==> config.mk <==
export PLATFORM = sky130hd
export DESIGN_NAME = apb_req_arbiter_flat
export DESIGN_NICKNAME = d
export VERILOG_FILES = /design/src/rtl/apb_req_arbiter_if.sv /design/src/rtl/apb_req_arbiter.sv /design/src/flat_wrapper.sv
export SDC_FILE = /design/constraint.sdc
export NUM_CORES = 1
export LEC_CHECK = 0
export CORE_ASPECT_RATIO = 2
export CORE_MARGIN = 4
export CORE_UTILIZATION = 35
export DETAILED_ROUTE_END_ITERATION = 8
export PLACE_DENSITY_LB_ADDON = 0.1
export SYNTH_ARGS = -nofsm -noshare
export SYNTH_HDL_FRONTEND = slang
export SYNTH_SLANG_ARGS = --single-unit
==> constraint.sdc <==
create_clock -name pclk -period 2 [get_ports pclk]
set_input_delay 0.4 -clock pclk [delete_from_list [all_inputs] [get_ports pclk]]
set_output_delay 0.4 -clock pclk [all_outputs]
set_load 0.05 [all_outputs]
==> src/rtl/apb_req_arbiter_if.sv <==
// apb_req_arbiter_if: APB bus between the apb_req_arbiter master and one slave.
interface apb_req_arbiter_if #(
   parameter int ADDR_W = 32,
   parameter int DATA_W = 32
);
   logic [ADDR_W-1:0] paddr;
   logic [DATA_W-1:0] pwdata;
   logic              psel;
   logic              penable;
   logic              pwrite;
   logic [DATA_W-1:0] prdata;
   logic              pready;
   logic              pslverr;
   modport master (output paddr, pwdata, psel, penable, pwrite, input prdata, pready, pslverr);
   modport slave (input paddr, pwdata, psel, penable, pwrite, output prdata, pready, pslverr);
endinterface

==> src/rtl/apb_req_arbiter.sv <==
// apb_req_arbiter: round-robin arbiter for two requesters driving one APB master port.
// Define APB_ARB_TIMEOUT_EN to abort ACCESS with an error after TIMEOUT_CYCLES cycles without pready.
module apb_req_arbiter #(
   parameter int ADDR_W         = 32,
   parameter int DATA_W         = 32,
   parameter int TIMEOUT_CYCLES = 16
) (
   input  logic                pclk,
   input  logic                presetn,
   input  logic [1:0]          req_valid,
   input  logic [1:0]          req_write,
   input  logic [2*ADDR_W-1:0] req_addr,
   input  logic [2*DATA_W-1:0] req_wdata,
   output logic [1:0]          req_grant,
   output logic [1:0]          req_done,
   output logic [DATA_W-1:0]   rsp_rdata,
   output logic                rsp_err,
   output logic                busy,
   apb_req_arbiter_if.master   apb
);
   typedef enum logic [1:0] {IDLE, SETUP, ACCESS} state_t;
   state_t state;
   logic   owner;
   logic   last;
   logic   win;
   logic   timeout;
   // On a tie the requester that was not granted last wins; reset leaves last=1 so requester 0 goes first
   assign win       = req_valid == 2'b11 ? ~last : req_valid[1];
   assign req_grant = (state == IDLE && presetn && |req_valid) ? (win ? 2'b10 : 2'b01) : 2'b00;
   assign busy      = state != IDLE;
`ifdef APB_ARB_TIMEOUT_EN
   localparam int CNT_W = $clog2(TIMEOUT_CYCLES + 1);
   logic [CNT_W-1:0] cnt;
   assign timeout = state == ACCESS && !apb.pready && cnt == CNT_W'(TIMEOUT_CYCLES - 1);
   always_ff @(posedge pclk or negedge presetn)
      if (!presetn) cnt <= '0;
      else cnt <= state == ACCESS ? cnt + CNT_W'(1) : '0;
`else
   assign timeout = 1'b0 && TIMEOUT_CYCLES != 0;
`endif
   always_ff @(posedge pclk or negedge presetn)
      if (!presetn) begin
         state       <= IDLE;
         owner       <= 1'b0;
         last        <= 1'b1;
         apb.paddr   <= '0;
         apb.pwdata  <= '0;
         apb.psel    <= 1'b0;
         apb.penable <= 1'b0;
         apb.pwrite  <= 1'b0;
         req_done    <= 2'b00;
         rsp_rdata   <= '0;
         rsp_err     <= 1'b0;
      end else begin
         req_done <= 2'b00;
         case (state)
            IDLE:
               if (|req_grant) begin
                  owner       <= win;
                  last        <= win;
                  apb.paddr   <= win ? req_addr[2*ADDR_W-1:ADDR_W] : req_addr[ADDR_W-1:0];
                  apb.pwdata  <= win ? req_wdata[2*DATA_W-1:DATA_W] : req_wdata[DATA_W-1:0];
                  apb.pwrite  <= req_write[win];
                  apb.psel    <= 1'b1;
                  apb.penable <= 1'b0;
                  state       <= SETUP;
               end
            SETUP: begin
               apb.penable <= 1'b1;
               state       <= ACCESS;
            end
            ACCESS:
               if (apb.pready || timeout) begin
                  apb.psel    <= 1'b0;
                  apb.penable <= 1'b0;
                  req_done    <= owner ? 2'b10 : 2'b01;
                  rsp_rdata   <= (apb.pwrite || timeout) ? '0 : apb.prdata;
                  rsp_err     <= timeout | apb.pslverr;
                  state       <= IDLE;
               end
            default: state <= IDLE;
         endcase
      end
endmodule

==> src/flat_wrapper.sv <==
// flat-port wrapper written by rule: the top's interface ports become plain ports
module apb_req_arbiter_flat 
#(
   parameter int ADDR_W         = 32,
   parameter int DATA_W         = 32,
   parameter int TIMEOUT_CYCLES = 16
)
  (pclk, presetn, req_valid, req_write, req_addr, req_wdata, req_grant, req_done, rsp_rdata, rsp_err, busy, apb_paddr, apb_pwdata, apb_psel, apb_penable, apb_pwrite, apb_prdata, apb_pready, apb_pslverr);
  apb_req_arbiter_if #(.ADDR_W(ADDR_W), .DATA_W(DATA_W)) apb_i ();
  input  logic pclk;
  input  logic presetn;
  input  logic [1:0] req_valid;
  input  logic [1:0] req_write;
  input  logic [2*ADDR_W-1:0] req_addr;
  input  logic [2*DATA_W-1:0] req_wdata;
  output logic [1:0] req_grant;
  output logic [1:0] req_done;
  output logic [DATA_W-1:0] rsp_rdata;
  output logic rsp_err;
  output logic busy;
  output wire logic [$bits(apb_i.paddr)-1:0] apb_paddr;
  output wire logic [$bits(apb_i.pwdata)-1:0] apb_pwdata;
  output wire logic [$bits(apb_i.psel)-1:0] apb_psel;
  output wire logic [$bits(apb_i.penable)-1:0] apb_penable;
  output wire logic [$bits(apb_i.pwrite)-1:0] apb_pwrite;
  input wire logic [$bits(apb_i.prdata)-1:0] apb_prdata;
  input wire logic [$bits(apb_i.pready)-1:0] apb_pready;
  input wire logic [$bits(apb_i.pslverr)-1:0] apb_pslverr;
  assign apb_paddr = apb_i.paddr;
  assign apb_pwdata = apb_i.pwdata;
  assign apb_psel = apb_i.psel;
  assign apb_penable = apb_i.penable;
  assign apb_pwrite = apb_i.pwrite;
  assign apb_i.prdata = apb_prdata;
  assign apb_i.pready = apb_pready;
  assign apb_i.pslverr = apb_pslverr;
  apb_req_arbiter #(.ADDR_W(ADDR_W), .DATA_W(DATA_W), .TIMEOUT_CYCLES(TIMEOUT_CYCLES)) u_core (.pclk(pclk), .presetn(presetn), .req_valid(req_valid), .req_write(req_write), .req_addr(req_addr), .req_wdata(req_wdata), .req_grant(req_grant), .req_done(req_done), .rsp_rdata(rsp_rdata), .rsp_err(rsp_err), .busy(busy), .apb(apb_i));
endmodule
==> reports/qor.log, run 1 <==
qor: floorplan.num_io_pins 273
qor: worst_setup_path.timing.critical_path.fanout_max 2
qor: routing.dr_total_vias 4210
qor: grt.grt_pass1_wl 23.7 mm
qor: grt.grt_start_max_net_pins 63
qor: run_status.run_status finished clean
qor: sta.final-hold-violation-count 0
qor: worst_setup_path.crit_chain clkdlybuf4s50_1
qor: synthesis.netlist.area_leader.share 0.572
qor: sta.post-route-period-util 0.979
qor: floorplan.fp-row-count 59
qor: cts.root_buffer sky130_fd_sc_hd__clkbuf_16
qor: sta.finalSetupTns 0 ps
qor: worst_setup_path.start_kind flop
qor: cts.cts-htree-levels 3
qor: power.power_report.internal_total 0.00715 W
qor: routing.drt.antenna.violating_nets 0
qor: power.power_frac_comb 0.593
qor: power.leakage_component_of_the_power 3.34 nW
qor: synthesis.synthesis.area_per_instance 11.6 um^2
qor: layout.area.growth.synth_to_final 71.6%
qor: synthesis.synth_flop_cell sky130_fd_sc_hd__dfrtp_1
qor: cts.clock_tree.buffer_depth 2
qor: sta.fmax 0.511 GHz
qor: worst_setup_path.cp_slowest_cell sky130_fd_sc_hd__clkdlybuf4s50_1
qor: synthesis.ys_top_cells_by_count sky130_fd_sc_hd__dfrtp_1, sky130_fd_sc_hd__a221o_1, sky130_fd_sc_hd__and2_1
qor: power.power.share.switching 0.467
qor: worst_setup_path.path_class flop to output port
qor: routing.dr.pass1.iters 4
qor: routing.detail_route.drc_violations 0
qor: cts.cts.clk_slew.worst_paths 80 ps
qor: worst_setup_path.buffers_plus_inverters_on_the_worst_setup_path 1
qor: sta.fin_worst_skew 12.0 ps
qor: synthesis.synth.largest_area_cell sky130_fd_sc_hd__dfrtp_1
qor: place.place.detailed.hpwl 11.9 mm
qor: synthesis.synth_top_cells_by_area sky130_fd_sc_hd__dfrtp_1, sky130_fd_sc_hd__a221o_1, sky130_fd_sc_hd__and2_1
qor: power.total_switching_power 0.00626 W
qor: cts.cts_made_buffers 9
qor: layout.fillers 1082
qor: power.power_frac_clock 0.135
qor: grt.grt_util_all_layers 0.206
qor: sta.rsz0062_at_grt no
qor: cts.tritoncts_num_sinks 106
qor: synthesis.synth_edf_count 0
qor: place.gp_congestion 0.841
qor: sta.relSlewSlack 0.457
qor: synthesis.netlist-cell-type-count 27
qor: layout.final_core_utilization 0.610
qor: synthesis.yosysMostFrequentCell sky130_fd_sc_hd__dfrtp_1
qor: layout.post_layout_nets 837
qor: worst_setup_path.worst_ep_required_time 1600 ps
qor: place.placed_cell_area 7530 um^2
qor: cts.cts_tree done
qor: worst_setup_path.maximum_cell_stage_delay_along_the_critical_path 860 ps
qor: worst_setup_path.worstPathArrival 1560 ps
qor: cts.clock_latency 350 ps
qor: synthesis.yosysSeqAreaShare 0.578
qor: routing.vias_per_cell 5.12
qor: grt.first_global_vias 4558
qor: power.power.sequential.fraction 0.273
qor: floorplan.placeableCoreArea 12900 um^2
qor: synthesis.async_flop_share 1.00
qor: sta.report.final.setup_viol 0
qor: worst_setup_path.cp_top_family buffers and inverters
qor: floorplan.die_width 89.0 um
qor: sta.whs 155 ps
qor: sta.final_critical_delay_including_setup_and_external_delays 1960 ps
qor: grt.grt.overflow.total 0
qor: synthesis.synth_area 4590 um^2
qor: synthesis.ys_seq_elements 106
qor: worst_setup_path.endpoint_kind output port
qor: sta.worst_pin_slew 814 ps
qor: floorplan.initial_utilization 0.355
qor: power.power.density_cell_area 1700 nW/um^2
qor: synthesis.synthesis.nets 568
qor: routing.postRouteWirelength 15.8 mm
qor: layout.layout-drive-gt1-share 0.0836
qor: synthesis.synth.yosys.warnings 0
qor: power.power.ir.vdd_worst 996 uV
qor: routing.post_drt_wl_per_cell 19.2 um
qor: layout.final_design_area_no_fill 7880 um^2
qor: place.placement.io_buffers 272
qor: floorplan.die_height 170 um
qor: flow_run.drv.max_cap_violation_count 0
qor: hold_path.holdCritPathClass input pin to async pin
qor: floorplan.die_area 15100 um^2
qor: grt.grt_antenna_before_repair 1
qor: synthesis.syn_inst 396
qor: sta.maxSlewViolCount 0
qor: routing.drt_iter0_markers 99
## cell type report
class                      count  area (um^2)  share of cell area
clock buffer                  10          229              0.0291
timing repair buffer         290         2920               0.370
sequential                   106         2650               0.337
antenna                        1         2.50            0.000318
tap                          152          190              0.0241
clock inverter                 6         73.8             0.00937
multi-input combinational    253         1790               0.227
inverter                       5         18.8             0.00238
## flip-flops by register name (all words and copies together), names as in the netlist
signal	cells
u_core.apb.paddr	32
u_core.apb.pwdata	32
u_core.rsp_rdata	32
u_core.req_done	2
u_core.state	2
u_core.apb.penable	1
u_core.apb.psel	1
u_core.apb.pwrite	1
u_core.last	1
u_core.owner	1
u_core.rsp_err	1
## path summary, 6_finish.rpt
kind,from,to,slack [ps],cells past startpoint
worst min register to register,u_core.owner,u_core.req_done[0],470,1
worst max register to register,u_core.state[1],u_core.apb.pwdata[31],310,6
max in group asynchronous,presetn,u_core.rsp_rdata[4],1050,2
worst max-delay path,u_core.apb.pwdata[17],apb_pwdata[17],40,1
min in group pclk,u_core.owner,u_core.req_done[0],470,1
worst min-delay path,presetn,u_core.apb.pwdata[15],150,2
## power by group through the flow
stage | clock network, W | registers (W) | logic [W]
5_1_grt | 0.00193 | 0.00379 | 0.00837
2_1_floorplan | 0 | 0.00673 | 0.00192
4_1_cts | 0.00186 | 0.00367 | 0.00802
6_report | 0.00181 | 0.00365 | 0.00795
3_5_place_dp | 0 | 0.00366 | 0.00798
3_3_place_gp | 0 | 0.00364 | 0.00783
## what timing repair did
action,in CTS,in global routing
endpoints found under the setup margin,2,1
setup buffers,1,1
endpoints found under the hold margin,10,0
cloned,0,0
resized for setup,3,1
hold buffers,1,0
## per-stage QoR
step                cells  setup WS, ps  power (W)
floorplan             396           244    0.00865
global placement      803          77.1     0.0115
detailed placement    803          36.0     0.0116
CTS                   821          20.7     0.0136
global route          823          9.29     0.0141
finish                823          41.7     0.0134
## placed cells by master (no fill, tap or decap), types with 2 or more instances in the layout
| master | Yosys | final |
|---|---|---|
| sky130_fd_sc_hd__inv_1 | 5 | 3 |
| sky130_fd_sc_hd__and2_0 | 27 | 27 |
| sky130_fd_sc_hd__dfrtp_1 | 105 | 105 |
| sky130_fd_sc_hd__and2_1 | 38 | 38 |
| sky130_fd_sc_hd__inv_2 | 0 | 2 |
| sky130_fd_sc_hd__nand3_1 | 2 | 2 |
| sky130_fd_sc_hd__clkdlybuf4s50_1 | 0 | 260 |
| sky130_fd_sc_hd__a21oi_1 | 4 | 3 |
| sky130_fd_sc_hd__nor2_1 | 2 | 2 |
| sky130_fd_sc_hd__clkinvlp_4 | 0 | 2 |
| sky130_fd_sc_hd__a21o_1 | 2 | 2 |
| sky130_fd_sc_hd__o21ai_0 | 33 | 33 |
| sky130_fd_sc_hd__clkbuf_16 | 0 | 9 |
| sky130_fd_sc_hd__buf_12 | 0 | 7 |
| sky130_fd_sc_hd__nand2b_1 | 33 | 33 |
| sky130_fd_sc_hd__nand2_1 | 33 | 32 |
| sky130_fd_sc_hd__a21oi_4 | 0 | 2 |
| sky130_fd_sc_hd__ha_1 | 4 | 3 |
| sky130_fd_sc_hd__buf_4 | 4 | 22 |
| sky130_fd_sc_hd__a221o_1 | 65 | 65 |
| sky130_fd_sc_hd__mux2_2 | 3 | 3 |
## per-layer routing
metal,track usage,up-vias,part of all wire
met5,0,-,0
met4,0.122,0,0.057
met3,0.0615,53,0.081
met2,0.353,195,0.52
met1,0.217,2008,0.34
li1,-,1954,-
## kinds of logic (layout without fill, tap and decap cells)
family                     after synthesis  after routing  share of synthesized area
adders and majority gates                4              4                     0.0109
AOI/OAI and AO/OA                      109            109                      0.196
buffers and inverters                   37            311                     0.0409
muxes                                    3              3                    0.00736
DFF                                    106            106                      0.578
and+or+nand+nor                        137            137                      0.167
other                                    0              1                          0
No activity file was read; power rests on OpenSTA's default activity.
==> run 2, diff against run 1 <==
CORE_MARGIN = 2   (was 4)
==> reports/qor.log, run 2 (same netlist as run 1, synthesis figures left out) <==
qor: place.placed_cell_area 7570 um^2 [was 7530 um^2]
qor: place.gp_congestion 0.819 [was 0.841]
qor: cts.cts_made_buffers 9 [unchanged]
qor: power.power.sequential.fraction 0.268 [was 0.273]
qor: power.power_frac_comb 0.587 [was 0.593]
qor: layout.register_area 2650 um^2 [unchanged]
qor: sta.worst_pin_slew 566 ps [was 814 ps]
qor: flow_run.drv.max_cap_violation_count 0 [unchanged]
qor: worst_setup_path.timing.critical_path.fanout_max 2 [unchanged]
qor: grt.grt_pass1_wl 23.8 mm [was 23.7 mm]
qor: floorplan.placeableCoreArea 12900 um^2 [unchanged]
qor: worst_setup_path.endpoint_kind output port [unchanged]
qor: sta.finalSetupTns 0 ps [unchanged]
qor: grt.grt_antenna_before_repair 0 [was 1]
qor: floorplan.num_io_pins 273 [unchanged]
qor: cts.cts_tree done [unchanged]
qor: sta.final-hold-violation-count 0 [unchanged]
qor: floorplan.die_height 166 um [was 170 um]
qor: worst_setup_path.r2r-start u_core.state[0] [was u_core.state[1]]
qor: power.leakage_component_of_the_power 3.41 nW [was 3.34 nW]
qor: cts.tritoncts_num_sinks 106 [unchanged]
qor: layout.reg_top3 u_core.apb.paddr: 32 flops, u_core.apb.pwdata: 32 flops, u_core.rsp_rdata: 32 flops [unchanged]
qor: worst_setup_path.cp_slowest_cell sky130_fd_sc_hd__clkdlybuf4s50_1 [unchanged]
qor: routing.drt_iter0_markers 115 [was 99]
qor: cts.cts.clk_slew.worst_paths 70 ps [was 80 ps]
qor: grt.grt_util_all_layers 0.213 [was 0.206]
qor: place.placement.io_buffers 272 [unchanged]
qor: sta.fmax 0.516 GHz [was 0.511 GHz]
qor: worst_setup_path.path_class flop to output port [unchanged]
qor: routing.dr.pass1.iters 4 [unchanged]
qor: layout.area.growth.synth_to_final 73.5% [was 71.6%]
qor: power.power_report.internal_total 0.00735 W [was 0.00715 W]
qor: cts.cts-htree-levels 3 [unchanged]
qor: sta.rsz0062_at_grt no [unchanged]
qor: routing.dr_total_vias 4221 [was 4210]
qor: power.power.share.switching 0.459 [was 0.467]
qor: worst_setup_path.timing.rr.end u_core.state[1] [was u_core.apb.pwdata[31]]
qor: place.place.detailed.hpwl 10.9 mm [was 11.9 mm]
qor: routing.post_drt_wl_per_cell 18.2 um [was 19.2 um]
qor: layout.mostFrequentLayoutCells sky130_fd_sc_hd__clkdlybuf4s50_1, sky130_fd_sc_hd__dfrtp_1, sky130_fd_sc_hd__a221o_1, sky130_fd_sc_hd__and2_1 [unchanged]
qor: cts.root_buffer sky130_fd_sc_hd__clkbuf_16 [unchanged]
qor: worst_setup_path.maximum_cell_stage_delay_along_the_critical_path 850 ps [was 860 ps]
qor: layout.layout.cells.most_common sky130_fd_sc_hd__clkdlybuf4s50_1 [unchanged]
qor: floorplan.initial_utilization 0.355 [unchanged]
qor: grt.first_global_vias 4518 [was 4558]
qor: routing.vias_per_cell 5.11 [was 5.12]
qor: floorplan.fp-row-count 59 [unchanged]
qor: power.total_switching_power 0.00623 W [was 0.00626 W]
qor: power.power.ir.vdd_worst 1310 uV [was 996 uV]
qor: cts.clock_latency 340 ps [was 350 ps]
qor: worst_setup_path.crit_chain clkdlybuf4s50_1 [unchanged]
qor: grt.grt_start_max_net_pins 101 [was 63]
qor: worst_setup_path.buffers_plus_inverters_on_the_worst_setup_path 1 [unchanged]
qor: worst_setup_path.reg2regPathDepth 6 [unchanged]
qor: run_status.run_status finished clean [unchanged]
qor: sta.post-route-period-util 0.969 [was 0.979]
qor: sta.maxSlewViolCount 0 [unchanged]
qor: floorplan.die_area 14100 um^2 [was 15100 um^2]
qor: layout.multi_input_area 1790 um^2 [unchanged]
qor: cts.clock_tree.buffer_depth 2 [unchanged]
qor: floorplan.die_width 85.0 um [was 89.0 um]
qor: hold_path.holdCritPathClass input pin to async pin [unchanged]
qor: worst_setup_path.start_kind flop [unchanged]
qor: sta.relSlewSlack 0.621 [was 0.457]
qor: layout.antenna-diode-count 0 [was 1]
qor: grt.grt.overflow.total 0 [unchanged]
qor: power.power_frac_clock 0.145 [was 0.135]
qor: layout.post_layout_nets 841 [was 837]
qor: layout.fillers 1064 [was 1082]
qor: routing.postRouteWirelength 15.0 mm [was 15.8 mm]
qor: layout.final_design_area_no_fill 7970 um^2 [was 7880 um^2]
qor: worst_setup_path.worst_ep_required_time 1600 ps [about the same]
qor: sta.final_critical_delay_including_setup_and_external_delays 1940 ps [was 1960 ps]
qor: routing.detail_route.drc_violations 0 [unchanged]
qor: worst_setup_path.path_depth 1 [unchanged]
qor: layout.layout-drive-gt1-share 0.0905 [was 0.0836]
qor: power.power.density_cell_area 1700 nW/um^2 [about the same]
qor: routing.drt.antenna.violating_nets 0 [unchanged]
qor: sta.report.final.setup_viol 0 [unchanged]
qor: worst_setup_path.cp_top_family buffers and inverters [unchanged]
qor: worst_setup_path.worstPathArrival 1540 ps [was 1560 ps]
qor: worst_setup_path.rrSetupSlack 280 ps [was 310 ps]
qor: sta.fin_worst_skew 9.78 ps [was 12.0 ps]
## run 2: cell count changes in the layout (fill, tap and decap cells not counted), sizes merged
cell / before / now
buf: 29 / 33
bufinv: 1 / 2
clkdlybuf4s50: 260 / 258
clkinv: 1 / 2
clkinvlp: 2 / 0
diode: 1 / 0
dlymetal6s2s: 0 / 2
## run 2: worst max path at each step
stage / start / endpoint
global placement: req_valid[0] / req_grant[0]
detailed placement: req_valid[0] / u_core.apb.pwdata[30]
CTS: u_core.apb.paddr[14] / apb_paddr[14]
floorplan: u_core.state[0] / req_grant[0]
finish: u_core.rsp_rdata[30] / rsp_rdata[30]
global route: u_core.rsp_rdata[30] / rsp_rdata[30]
## run 2: power by group through the flow
stage	clock, W	sequential (W)	combinational [W]
detailed placement	0	0.00365	0.00795
finish	0.00196	0.00364	0.00797
global placement	0	0.00365	0.00781
CTS	0.00202	0.00366	0.00804
floorplan	0	0.00673	0.00192
global route	0.00211	0.00377	0.00840
## run 2: final cells by class
| class | count | share of cell area |
|---|---|---|
| Clock buffer | 10 | 0.0300 |
| Tap cell | 152 | 0.0239 |
| Multi-Input combinational cell | 253 | 0.225 |
| Sequential cell | 106 | 0.333 |
| Timing Repair Buffer | 294 | 0.374 |
| Clock inverter | 6 | 0.0119 |
| Inverter | 5 | 0.00236 |
## run 2: through the flow
stage	util	worst slack, ps	power [W]	hold WS [ps]	instances
2_1_floorplan	-	244	0.00865	104	396
3_3_place_gp	0.586	25.3	0.0115	246	804
3_5_place_dp	0.586	10.1	0.0116	248	804
4_1_cts	0.616	27.1	0.0137	35.4	825
5_1_grt	0.617	9.68	0.0143	38.6	826
6_report	0.617	61.2	0.0136	51.4	826
## run 2: repair_timing
item / CTS / global route
pin swaps: 1 / 0
endpoints found under the hold margin: 5 / 0
setup endpoints to repair: 2 / 2
hold buffers: 1 / 0
gates resized for setup: 4 / 2
buffers inserted: 4 / 1
## run 2: per-layer routing
metal,share of wire,vias up,track usage
met1,0.38,2049,0.247
met5,0,-,0
met4,0.033,0,0.0828
li1,-,1957,-
met2,0.53,184,0.376
met3,0.058,31,0.0462
==> run 3, diff against run 2 <==
--- a/config.mk
+++ b/config.mk
@@ -12,2 +12,3 @@
 export PLACE_DENSITY_LB_ADDON = 0.1
+export SETUP_SLACK_MARGIN = 0.05
 export SYNTH_ARGS = -nofsm -noshare
==> constraint.sdc (replaced) <==
create_clock -name pclk -period 2 [get_ports pclk]
set_input_delay 0.6 -clock pclk [delete_from_list [all_inputs] [get_ports pclk]]
set_output_delay 0.6 -clock pclk [all_outputs]
set_load 0.05 [all_outputs]
==> reports/qor.log, run 3 (same netlist as run 1, synthesis figures left out) <==
qor: sta.final-hold-violation-count 0 [unchanged]
qor: cts.clock_latency 350 ps [was 340 ps]
qor: place.gp_congestion 0.747 [was 0.819]
qor: sta.rsz0062_at_grt yes [was no]
qor: floorplan.die_area 14100 um^2 [unchanged]
qor: sta.maxSlewViolCount 0 [unchanged]
qor: grt.grt.overflow.total 0 [unchanged]
qor: power.power.share.switching 0.476 [was 0.459]
qor: cts.cts-htree-levels 3 [unchanged]
qor: floorplan.fp-row-count 59 [unchanged]
qor: power.power.density_cell_area 1700 nW/um^2 [about the same]
qor: worst_setup_path.buffers_plus_inverters_on_the_worst_setup_path 2 [was 1]
qor: hold_path.holdCritPathClass input pin to async pin [unchanged]
qor: grt.first_global_vias 4441 [was 4518]
qor: sta.whs 211 ps [was 51.4 ps]
qor: routing.postRouteWirelength 15.2 mm [was 15.0 mm]
qor: routing.wl_met1 5.52 mm [was 5.69 mm]
qor: layout.fillers 1110 [was 1064]
qor: worst_setup_path.crit_chain inv_2 > ha_4 > nand3_4 > a21oi_4 > buf_12 [was clkdlybuf4s50_1]
qor: sta.worst_pin_slew 883 ps [was 566 ps]
qor: layout.layout.cells.most_common sky130_fd_sc_hd__clkdlybuf4s50_1 [unchanged]
qor: power.power.ir.vdd_worst 1100 uV [was 1310 uV]
qor: sta.setup_slack -69.7 ps [was 61.2 ps]
qor: layout.register_area 2650 um^2 [unchanged]
qor: worst_setup_path.timing.critical_path.fanout_max 4 [was 2]
qor: run_status.run_status complete, but fails checks [was finished clean]
qor: power.leakage_component_of_the_power 3.55 nW [was 3.41 nW]
qor: sta.post-route-period-util 1.03 [was 0.969]
qor: cts.tritoncts_num_sinks 106 [unchanged]
qor: grt.grt_pass1_wl 23.4 mm [was 23.8 mm]
qor: run_status.violations setup timing
qor: worst_setup_path.endpoint_kind output port [unchanged]
qor: layout.mostFrequentLayoutCells sky130_fd_sc_hd__clkdlybuf4s50_1, sky130_fd_sc_hd__buf_4, sky130_fd_sc_hd__dfrtp_1, sky130_fd_sc_hd__a221o_1, sky130_fd_sc_hd__and2_1 [was sky130_fd_sc_hd__clkdlybuf4s50_1, sky130_fd_sc_hd__dfrtp_1, sky130_fd_sc_hd__a221o_1, sky130_fd_sc_hd__and2_1]
qor: cts.clock_tree.buffer_depth 2 [unchanged]
qor: layout.area.growth.synth_to_final 68.8% [was 73.5%]
qor: floorplan.initial_utilization 0.355 [unchanged]
qor: worst_setup_path.worstPathArrival 1470 ps [was 1540 ps]
qor: floorplan.die_height 166 um [unchanged]
qor: floorplan.die_width 85.0 um [unchanged]
qor: flow_run.drv.max_cap_violation_count 0 [unchanged]
qor: cts.cts_hold_buffers 0 [was 1]
qor: worst_setup_path.worst_ep_required_time 1400 ps [was 1600 ps]
qor: power.total_switching_power 0.00629 W [was 0.00623 W]
qor: routing.post_drt_wl_per_cell 18.2 um [about the same]
qor: place.placement.io_buffers 272 [unchanged]
qor: worst_setup_path.start_kind flop [unchanged]
qor: cts.cts.clk_slew.worst_paths 70 ps [about the same]
qor: cts.cts_tree done [unchanged]
qor: floorplan.placeableCoreArea 12900 um^2 [unchanged]
qor: sta.fmax 0.483 GHz [was 0.516 GHz]
qor: grt.grt_util_all_layers 0.212 [was 0.213]
qor: grt.grt_antenna_before_repair 1 [was 0]
qor: routing.routed_length_on_met3 1.02 mm [was 868 um]
qor: sta.final_critical_delay_including_setup_and_external_delays 2070 ps [was 1940 ps]
qor: place.place.detailed.hpwl 11.2 mm [was 10.9 mm]
qor: worst_setup_path.cp_top_family flip-flops [was buffers and inverters]
qor: routing.dr.pass1.iters 4 [unchanged]
qor: sta.fin_worst_skew 12.1 ps [was 9.78 ps]
qor: power.power_report.internal_total 0.00692 W [was 0.00735 W]
qor: worst_setup_path.path_class flop to output port [unchanged]
qor: routing.vias_per_cell 5.11 [about the same]
qor: sta.relSlewSlack 0.412 [was 0.621]
qor: layout.reg_top3 u_core.apb.paddr: 32 flops, u_core.apb.pwdata: 32 flops, u_core.rsp_rdata: 32 flops [unchanged]
qor: cts.cts_made_buffers 9 [unchanged]
qor: power.power.sequential.fraction 0.274 [was 0.268]
qor: worst_setup_path.maximum_cell_stage_delay_along_the_critical_path 400 ps [was 850 ps]
qor: power.power_frac_comb 0.598 [was 0.587]
qor: routing.dr_total_vias 4275 [was 4221]
qor: sta.report.final.setup_viol 2 [was 0]
qor: cts.root_buffer sky130_fd_sc_hd__clkbuf_16 [unchanged]
qor: power.power_frac_clock 0.128 [was 0.145]
qor: routing.drt.antenna.violating_nets 0 [unchanged]
qor: layout.layout-drive-gt1-share 0.244 [was 0.0905]
qor: routing.detailroute.wirelength.met2 8.11 mm [was 7.97 mm]
qor: routing.detail_route.drc_violations 0 [unchanged]
qor: worst_setup_path.cp_slowest_cell sky130_fd_sc_hd__dfrtp_1 [was sky130_fd_sc_hd__clkdlybuf4s50_1]
qor: layout.post_layout_nets 851 [was 841]
qor: layout.multi_input_area 1810 um^2 [was 1790 um^2]
qor: routing.drt_iter0_markers 124 [was 115]
qor: floorplan.num_io_pins 273 [unchanged]
qor: sta.finalSetupTns -118 ps [was 0 ps]
qor: place.place_ws -278 ps [was 10.1 ps]
qor: routing.top_layer_used met4 [unchanged]
qor: grt.grt_start_max_net_pins 68 [was 101]
-- run 3: changes by cell type in the layout (fill, tap and decap cells not counted), moves of 2 or more --
| cell | delta |
|---|---|
| sky130_fd_sc_hd__dlygate4sd2_1 | +2 |
| sky130_fd_sc_hd__bufinv_16 | -2 |
| sky130_fd_sc_hd__nand3_1 | -2 |
| sky130_fd_sc_hd__buf_4 | +106 |
| sky130_fd_sc_hd__clkdlybuf4s50_1 | -94 |
| sky130_fd_sc_hd__dlymetal6s2s_1 | -2 |
-- run 3: layout make-up --
class                      count  share of cell area
antenna                        1            0.000323
clock buffer                  11              0.0313
clock inverter                 5             0.00500
inverter                       5             0.00242
multi-input combinational    253               0.233
sequential                   106               0.342
tap                          152              0.0245
timing repair buffer         304               0.361
-- run 3: routing by layer --
metal,vias to the layer above,GRT usage
li1,1983,-
met1,2068,0.232
met2,193,0.372
met3,31,0.0572
met4,0,0.0959
met5,-,0
-- run 3: path summary, 6_finish.rpt --
path	cells past startpoint	from	slack, ps	to
max	5	u_core.state[1]	-70	req_grant[0]
min	2	presetn	210	u_core.rsp_rdata[2]
max reg2reg	7	u_core.state[1]	100	u_core.state[1]
min reg2reg	1	u_core.owner	470	u_core.req_done[0]
max in group asynchronous	3	presetn	720	u_core.apb.paddr[6]
min in group pclk	1	u_core.owner	470	u_core.req_done[0]
-- run 3: what timing repair did --
action / CTS / global route
gates cloned: 0 / 0
setup buffers: 6 / 3
hold endpoints to repair: 0 / 0
endpoints found under the setup margin: 4 / 2
pin swaps: 2 / 1
gates resized for setup: 8 / 1
-- run 3: worst register-to-register path, cell delays in order, from the launching register on --
cell and delay [ps]:
sky130_fd_sc_hd__dfrtp_1 400, sky130_fd_sc_hd__buf_4 140, sky130_fd_sc_hd__buf_4 120, sky130_fd_sc_hd__buf_4 130, sky130_fd_sc_hd__ha_1 220, sky130_fd_sc_hd__nor2b_1 160
sky130_fd_sc_hd__a21oi_1 250, sky130_fd_sc_hd__mux2_2 370
-- run 3: power groups by stage --
stage / clock, W / combinational (W) / sequential (W)
after floorplan: 0 / 0.00192 / 0.00673
after global placement: 0 / 0.00763 / 0.00363
after detailed placement: 0 / 0.00777 / 0.00364
after CTS: 0.00175 / 0.00791 / 0.00364
after global routing: 0.00183 / 0.00830 / 0.00374
final: 0.00170 / 0.00789 / 0.00362
-- run 3: metrics by stage --
stage | total power [W] | area, um^2 | utilization | cells
after global routing | 0.0139 | 7750 | 0.600 | 837
final | 0.0132 | 7750 | 0.600 | 837
after CTS | 0.0133 | 7720 | 0.598 | 833
after global placement | 0.0113 | 7370 | 0.571 | 811
after detailed placement | 0.0114 | 7370 | 0.571 | 811
after floorplan | 0.00865 | 4590 | - | 396
==> RTL edit 1, RTL diff (settings of run 3) <==
Put one more register stage on the output `rsp_err`, with the module's reset. The value now appears one clock later. The other outputs are not delayed to match.
--- a/src/rtl/apb_req_arbiter.sv
+++ b/src/rtl/apb_req_arbiter.sv
@@ -20,4 +20,6 @@
 );
    typedef enum logic [1:0] {IDLE, SETUP, ACCESS} state_t;
+
+   logic rsp_err_s0;
    state_t state;
    logic   owner;
@@ -51,5 +53,5 @@
          req_done    <= 2'b00;
          rsp_rdata   <= '0;
-         rsp_err     <= 1'b0;
+         rsp_err_s0  <= 1'b0;
       end else begin
          req_done <= 2'b00;
@@ -76,5 +78,5 @@
                   req_done    <= owner ? 2'b10 : 2'b01;
                   rsp_rdata   <= (apb.pwrite || timeout) ? '0 : apb.prdata;
-                  rsp_err     <= timeout | apb.pslverr;
+                  rsp_err_s0  <= timeout | apb.pslverr;
                   state       <= IDLE;
                end
@@ -82,4 +84,12 @@
          endcase
       end
+   always_ff @(posedge pclk or negedge presetn) begin
+       if (!presetn) begin
+           rsp_err <= '0;
+       end else begin
+           rsp_err <= rsp_err_s0;
+       end
+   end
+
 endmodule
 
Check against the original RTL: not equivalent (Yosys sat finds a counterexample within 4 cycles, from zero or initial values and one cycle with presetn low).
==> RTL edit 1 against run 3 <==
Maximum frequency is 2.1% higher; design area increased by 0.57%; clock skew up 0.65 ps; the run still ends with setup timing left; worst setup slack improved by 42 ps; wire length is 1.8% higher; sequential cell count increased by 1; sequential power up 2%; critical endpoint unchanged; total power is 1.0% higher; area after synthesis is 0.79% higher; synthesized cell count down 0.51%; hold slack worse by 130 ps; global-route usage rose by 0.55 points.
==> RTL edit 1: results (changes against run 3) <==
Run status
  – Status: complete, but fails checks
  – Failing checks: setup timing

Global route
  – Largest net degree at the start of global routing: 106 (+56%)
  – Vias in the first global route: 4559 (+2.7%)
  – Total track usage: 21.70% (+0.55 points)
  – First-pass GRT wire length: 23720 µm (+1.2%)

Routing
  – Metal-1 WL: 5353 µm (-2.9%)
  – Metal2 WL: 8413 µm (+3.7%)
  – 1st-iter DRT viols: 196 (+58%)
  – Via density per instance: 5.083 (-0.47%)
  – DR WL met3: 947 µm (-7.0%)
  – Final wirelength: 15490 µm (+1.8%)

Finish
  – Nets: 842 (-1.1%)
  – Layout fillers: 1123 (+1.2%)
  – Share of cells above drive strength 1: 23.74% (-0.68 points)

Synthesis
  – Seq/Total Area, Yosys: 57.90% (+0.087 points)
  – Top cells by area, synth: dfrtp_1 57%, a221o_1 14%, and2_0 5.4%, nand2b_1 4.5%, o21ai_0 3.6%
  – Syn nets: 566 (-0.35%)
  – Post-synth cell types: 24 (-11%)

Placement
  – Routability cong.: 0.8165 (+9.2%)
  – Pre-CTS WS: -246.9 ps (+30.66 ps)
  – DP Wirelength: 11750 µm (+5.2%)
  – Area after DPL: 0.007401 mm² (+0.39%)

Timing
  – Final worst slack: -27.78 ps (+41.96 ps)
  – Setup-failing EPs final: 2 (unchanged)
  – Worst-Margin Slew: 579.7 ps (-302.9 ps)

Pwr
  – Sw Pwr: 6.258 mW (-0.48%)
  – Worst vdd ir: 0.001168 V (+6.3%)
  – Leakage Power: 3.545 nW (about the same)

Worst setup path
  – Crit path DAT: 1430 ps (-40 ps)
-- RTL edit 1: cell types whose count changed after synthesis, moves of 2 or more --
cell / before / now
buf_2: 9 / 6
and2_1: 38 / 25
and2_0: 27 / 40
buf_4: 4 / 6
-- RTL edit 1: final cells by class --
class	instances	area (µm²)	area share, %
Antenna cell	1	2.502	0.03210
Clock buffer	9	225.2	2.889
Clock inverter	6	97.59	1.252
Inverter	4	15.01	0.1926
Multi-Input combinational cell	252	1797	23.05
Sequential cell	107	2679	34.37
Tap cell	152	190.2	2.440
Timing Repair Buffer	296	2789	35.78
-- RTL edit 1: logic make-up (layout without fill, tap and decap cells) --
group,Yosys count,after routing,share of synthesized area [%]
mux,4,4,0.9734
fa+ha+maj,4,4,1.082
other cells,0,1,0
buf+inv,35,315,4.137
flops,107,107,57.90
simple gates,137,137,16.58
compound gates,107,107,19.33
-- RTL edit 1: layer usage --
metal | vias up | track usage, %
met3 | 38 | 4.212
met5 | - | 0
li1 | 1953 | -
met4 | 0 | 11.94
met1 | 2002 | 22.63
met2 | 211 | 39.54
-- RTL edit 1: per-stage QoR --
stage               hold WS [ps]  setup TNS [ps]  instances  utilization (%)
floorplan                  304.4               0        394                -
global placement           354.8          -11260        805            56.96
detailed placement         366.1          -14010        805            56.96
CTS                        65.13          -67.79        824            59.86
global route               61.68          -190.2        827            60.00
finish                     83.38          -40.50        827            60.00
-- RTL edit 1: what timing repair did --
item / 4_1_cts / 5_1_grt
resized for setup: 9 / 0
setup endpoints to repair: 3 / 3
setup buffers: 4 / 2
pin swaps: 3 / 0
gates cloned: 0 / 0
-- RTL edit 1: final timing paths --
path	from	to	slack, ps	depth (start not counted)
min	presetn	u_core.apb.pwdata[0]	80	1
max in group asynchronous	presetn	u_core.rsp_rdata[18]	1120	2
min in group pclk	u_core.rsp_err_s0	u_core.rsp_err	380	0
min reg2reg	u_core.rsp_err_s0	u_core.rsp_err	380	0
max reg2reg	u_core.state[1]	u_core.apb.paddr[5]	210	8
max	u_core.state[1]	req_grant[0]	-30	5
-- RTL edit 1: power by group through the flow --
stage / clock network (mW) / logic, mW / registers [mW]
6_report: 1.91 / 7.76 / 3.68
5_1_grt: 2.07 / 8.17 / 3.79
4_1_cts: 1.97 / 7.82 / 3.69
3_5_place_dp: 0 / 7.75 / 3.68
3_3_place_gp: 0 / 7.61 / 3.67
2_1_floorplan: 0 / 1.91 / 6.76
==> RTL edit 2, RTL diff (config.mk and constraints of run 3) <==
Without the edit above. The option `APB_ARB_TIMEOUT_EN` is turned on by a define.
--- a/src/rtl/apb_req_arbiter.sv
+++ b/src/rtl/apb_req_arbiter.sv
@@ -1,4 +1,6 @@
 // apb_req_arbiter: round-robin arbiter for two requesters driving one APB master port.
 // Define APB_ARB_TIMEOUT_EN to abort ACCESS with an error after TIMEOUT_CYCLES cycles without pready.
+`define APB_ARB_TIMEOUT_EN
+
 module apb_req_arbiter #(
    parameter int ADDR_W         = 32,
Function: no difference found for any inputs over 4 cycles, from zero or initial values and one cycle with presetn low; that may be too few to reach the edited logic, so the function may still have changed.
==> RTL edit 2 against run 3 <==
The run still ends with setup timing left; sequential cell count rose by 5; clock skew fell by 2.3 ps; wire length fell by 1.7%; design area rose by 0.19%; area after synthesis rose by 1.5%; first-iteration DRC count rose by 54%; total power rose by 3.1%; worst setup slack improved by 22 ps; clock power rose by 11%; critical path type unchanged.
==> RTL edit 2: results (changes against run 3) <==
Run status
  – Status: complete, but fails checks
  – Failing checks: setup timing

Synthesis
  – Synthesized area: 0.004659 mm² (+1.5%)
  – Seq/Total Area, Yosys: 59.64% (+1.8 points)
  – Top cells by area, synth: dfrtp_1 59%, a221o_1 14%, and2_0 8.7%, a22o_1 6.0%, buf_6 3.1%
  – Cells after Synth: 347 (-12%)
  – Top post-synthesis cells by count: 110 x dfrtp_1, 65 x a221o_1, 65 x and2_0

Finish
  – Number of non-clock inverters: 8 (+3)
  – Clk tree area frac: 4.060% (+0.43 points)
  – Layout fillers: 1145 (+3.2%)
  – Nets: 801 (-5.9%)
  – Non-clk bufs: 297 (-2.3%)
  – Multi-input gate area: 0.001693 mm² (-6.4%)

Worst setup path
  – R2R cell count: 6 (-1)
  – Worst R2R Setup Slack: 150 ps (+50 ps)
  – R2r startpoint: u_core.cnt[0]

Timing
  – Clk_skew: 9.788 ps (-2.276 ps)
  – Final worst slack: -47.33 ps (+22.41 ps)
  – Setup-failing EPs final: 2 (unchanged)
  – Setup TNS: -62.31 ps (+55.36 ps)

Placement
  – Area after DPL: 0.007362 mm² (-0.14%)
  – DP Wirelength: 11120 µm (-0.36%)
  – Cell count after placement: 762 (-6.0%)

Global route
  – Initial antenna violation count: 0 (-1)
  – Vias in the first global route: 4361 (-1.8%)
  – Largest net degree at the start of global routing: 73 (+7.4%)
  – First-pass GRT wire length: 22940 µm (-2.1%)

Routing
  – 1st-iter DRT viols: 191 (+54%)
  – Routed WL per cell: 19.08 µm (+5.0%)

CTS
  – Sinks on Clock Net: 111 (+4.7%)

Pwr
  – Cell Pwr Density: 1753 mW/mm² (+2.9%)
RTL edit 2: worst min-delay path by stage:
stage / cells after the start / slack [ps] / end / from
global placement: 1 / 420 / u_core.req_done[0] / u_core.owner
finish: 2 / 290 / u_core.rsp_rdata[13] / presetn
global route: 2 / 290 / u_core.rsp_rdata[10] / presetn
CTS: 2 / 250 / u_core.req_done[1] / presetn
floorplan: 0 / 300 / u_core.apb.paddr[0] / presetn
detailed placement: 1 / 430 / u_core.req_done[0] / u_core.owner
RTL edit 2: routing by layer:
layer,track usage (%),part of all wire (%),up-vias
met1,21.90,36,1950
met4,7.867,2.6,0
met2,38.69,54,207
li1,-,-,1862
met3,4.929,7.2,24
met5,0,0,-
RTL edit 2: repair_timing:
item / in CTS / in global routing
endpoints found under the setup margin: 6 / 3
gates resized for setup: 10 / 2
pin swaps: 2 / 1
setup buffers: 3 / 3
RTL edit 2: kinds of logic after synthesis:
logic type               share of synthesized area [%]
buffers and inverters                            5.478
adder cells (fa/ha/maj)                          1.611
XOR/XNOR                                        0.3760
AO/OA/AOI/OAI                                    21.62
flip-flops                                       59.64
AND/OR/NAND/NOR                                  10.55
multiplexers                                    0.7250
RTL edit 2: worst max-delay path, delay by kind of cell, from the launching register on:
family / cells / cell delay [ps]
buffers and inverters: 2 / 250
AND/OR/NAND/NOR: 1 / 90
adder cells (fa/ha/maj): 1 / 180
flip-flops: 1 / 410
AO/OA/AOI/OAI: 1 / 170
RTL edit 2: power breakdown:
group | switching [mW] | leakage, nW | internal (mW) | total, mW
clock | 0.851 | 0.149 | 1.03 | 1.88
sequential | 0.573 | 1.40 | 3.25 | 3.83
combinational | 5.01 | 1.97 | 2.91 | 7.91
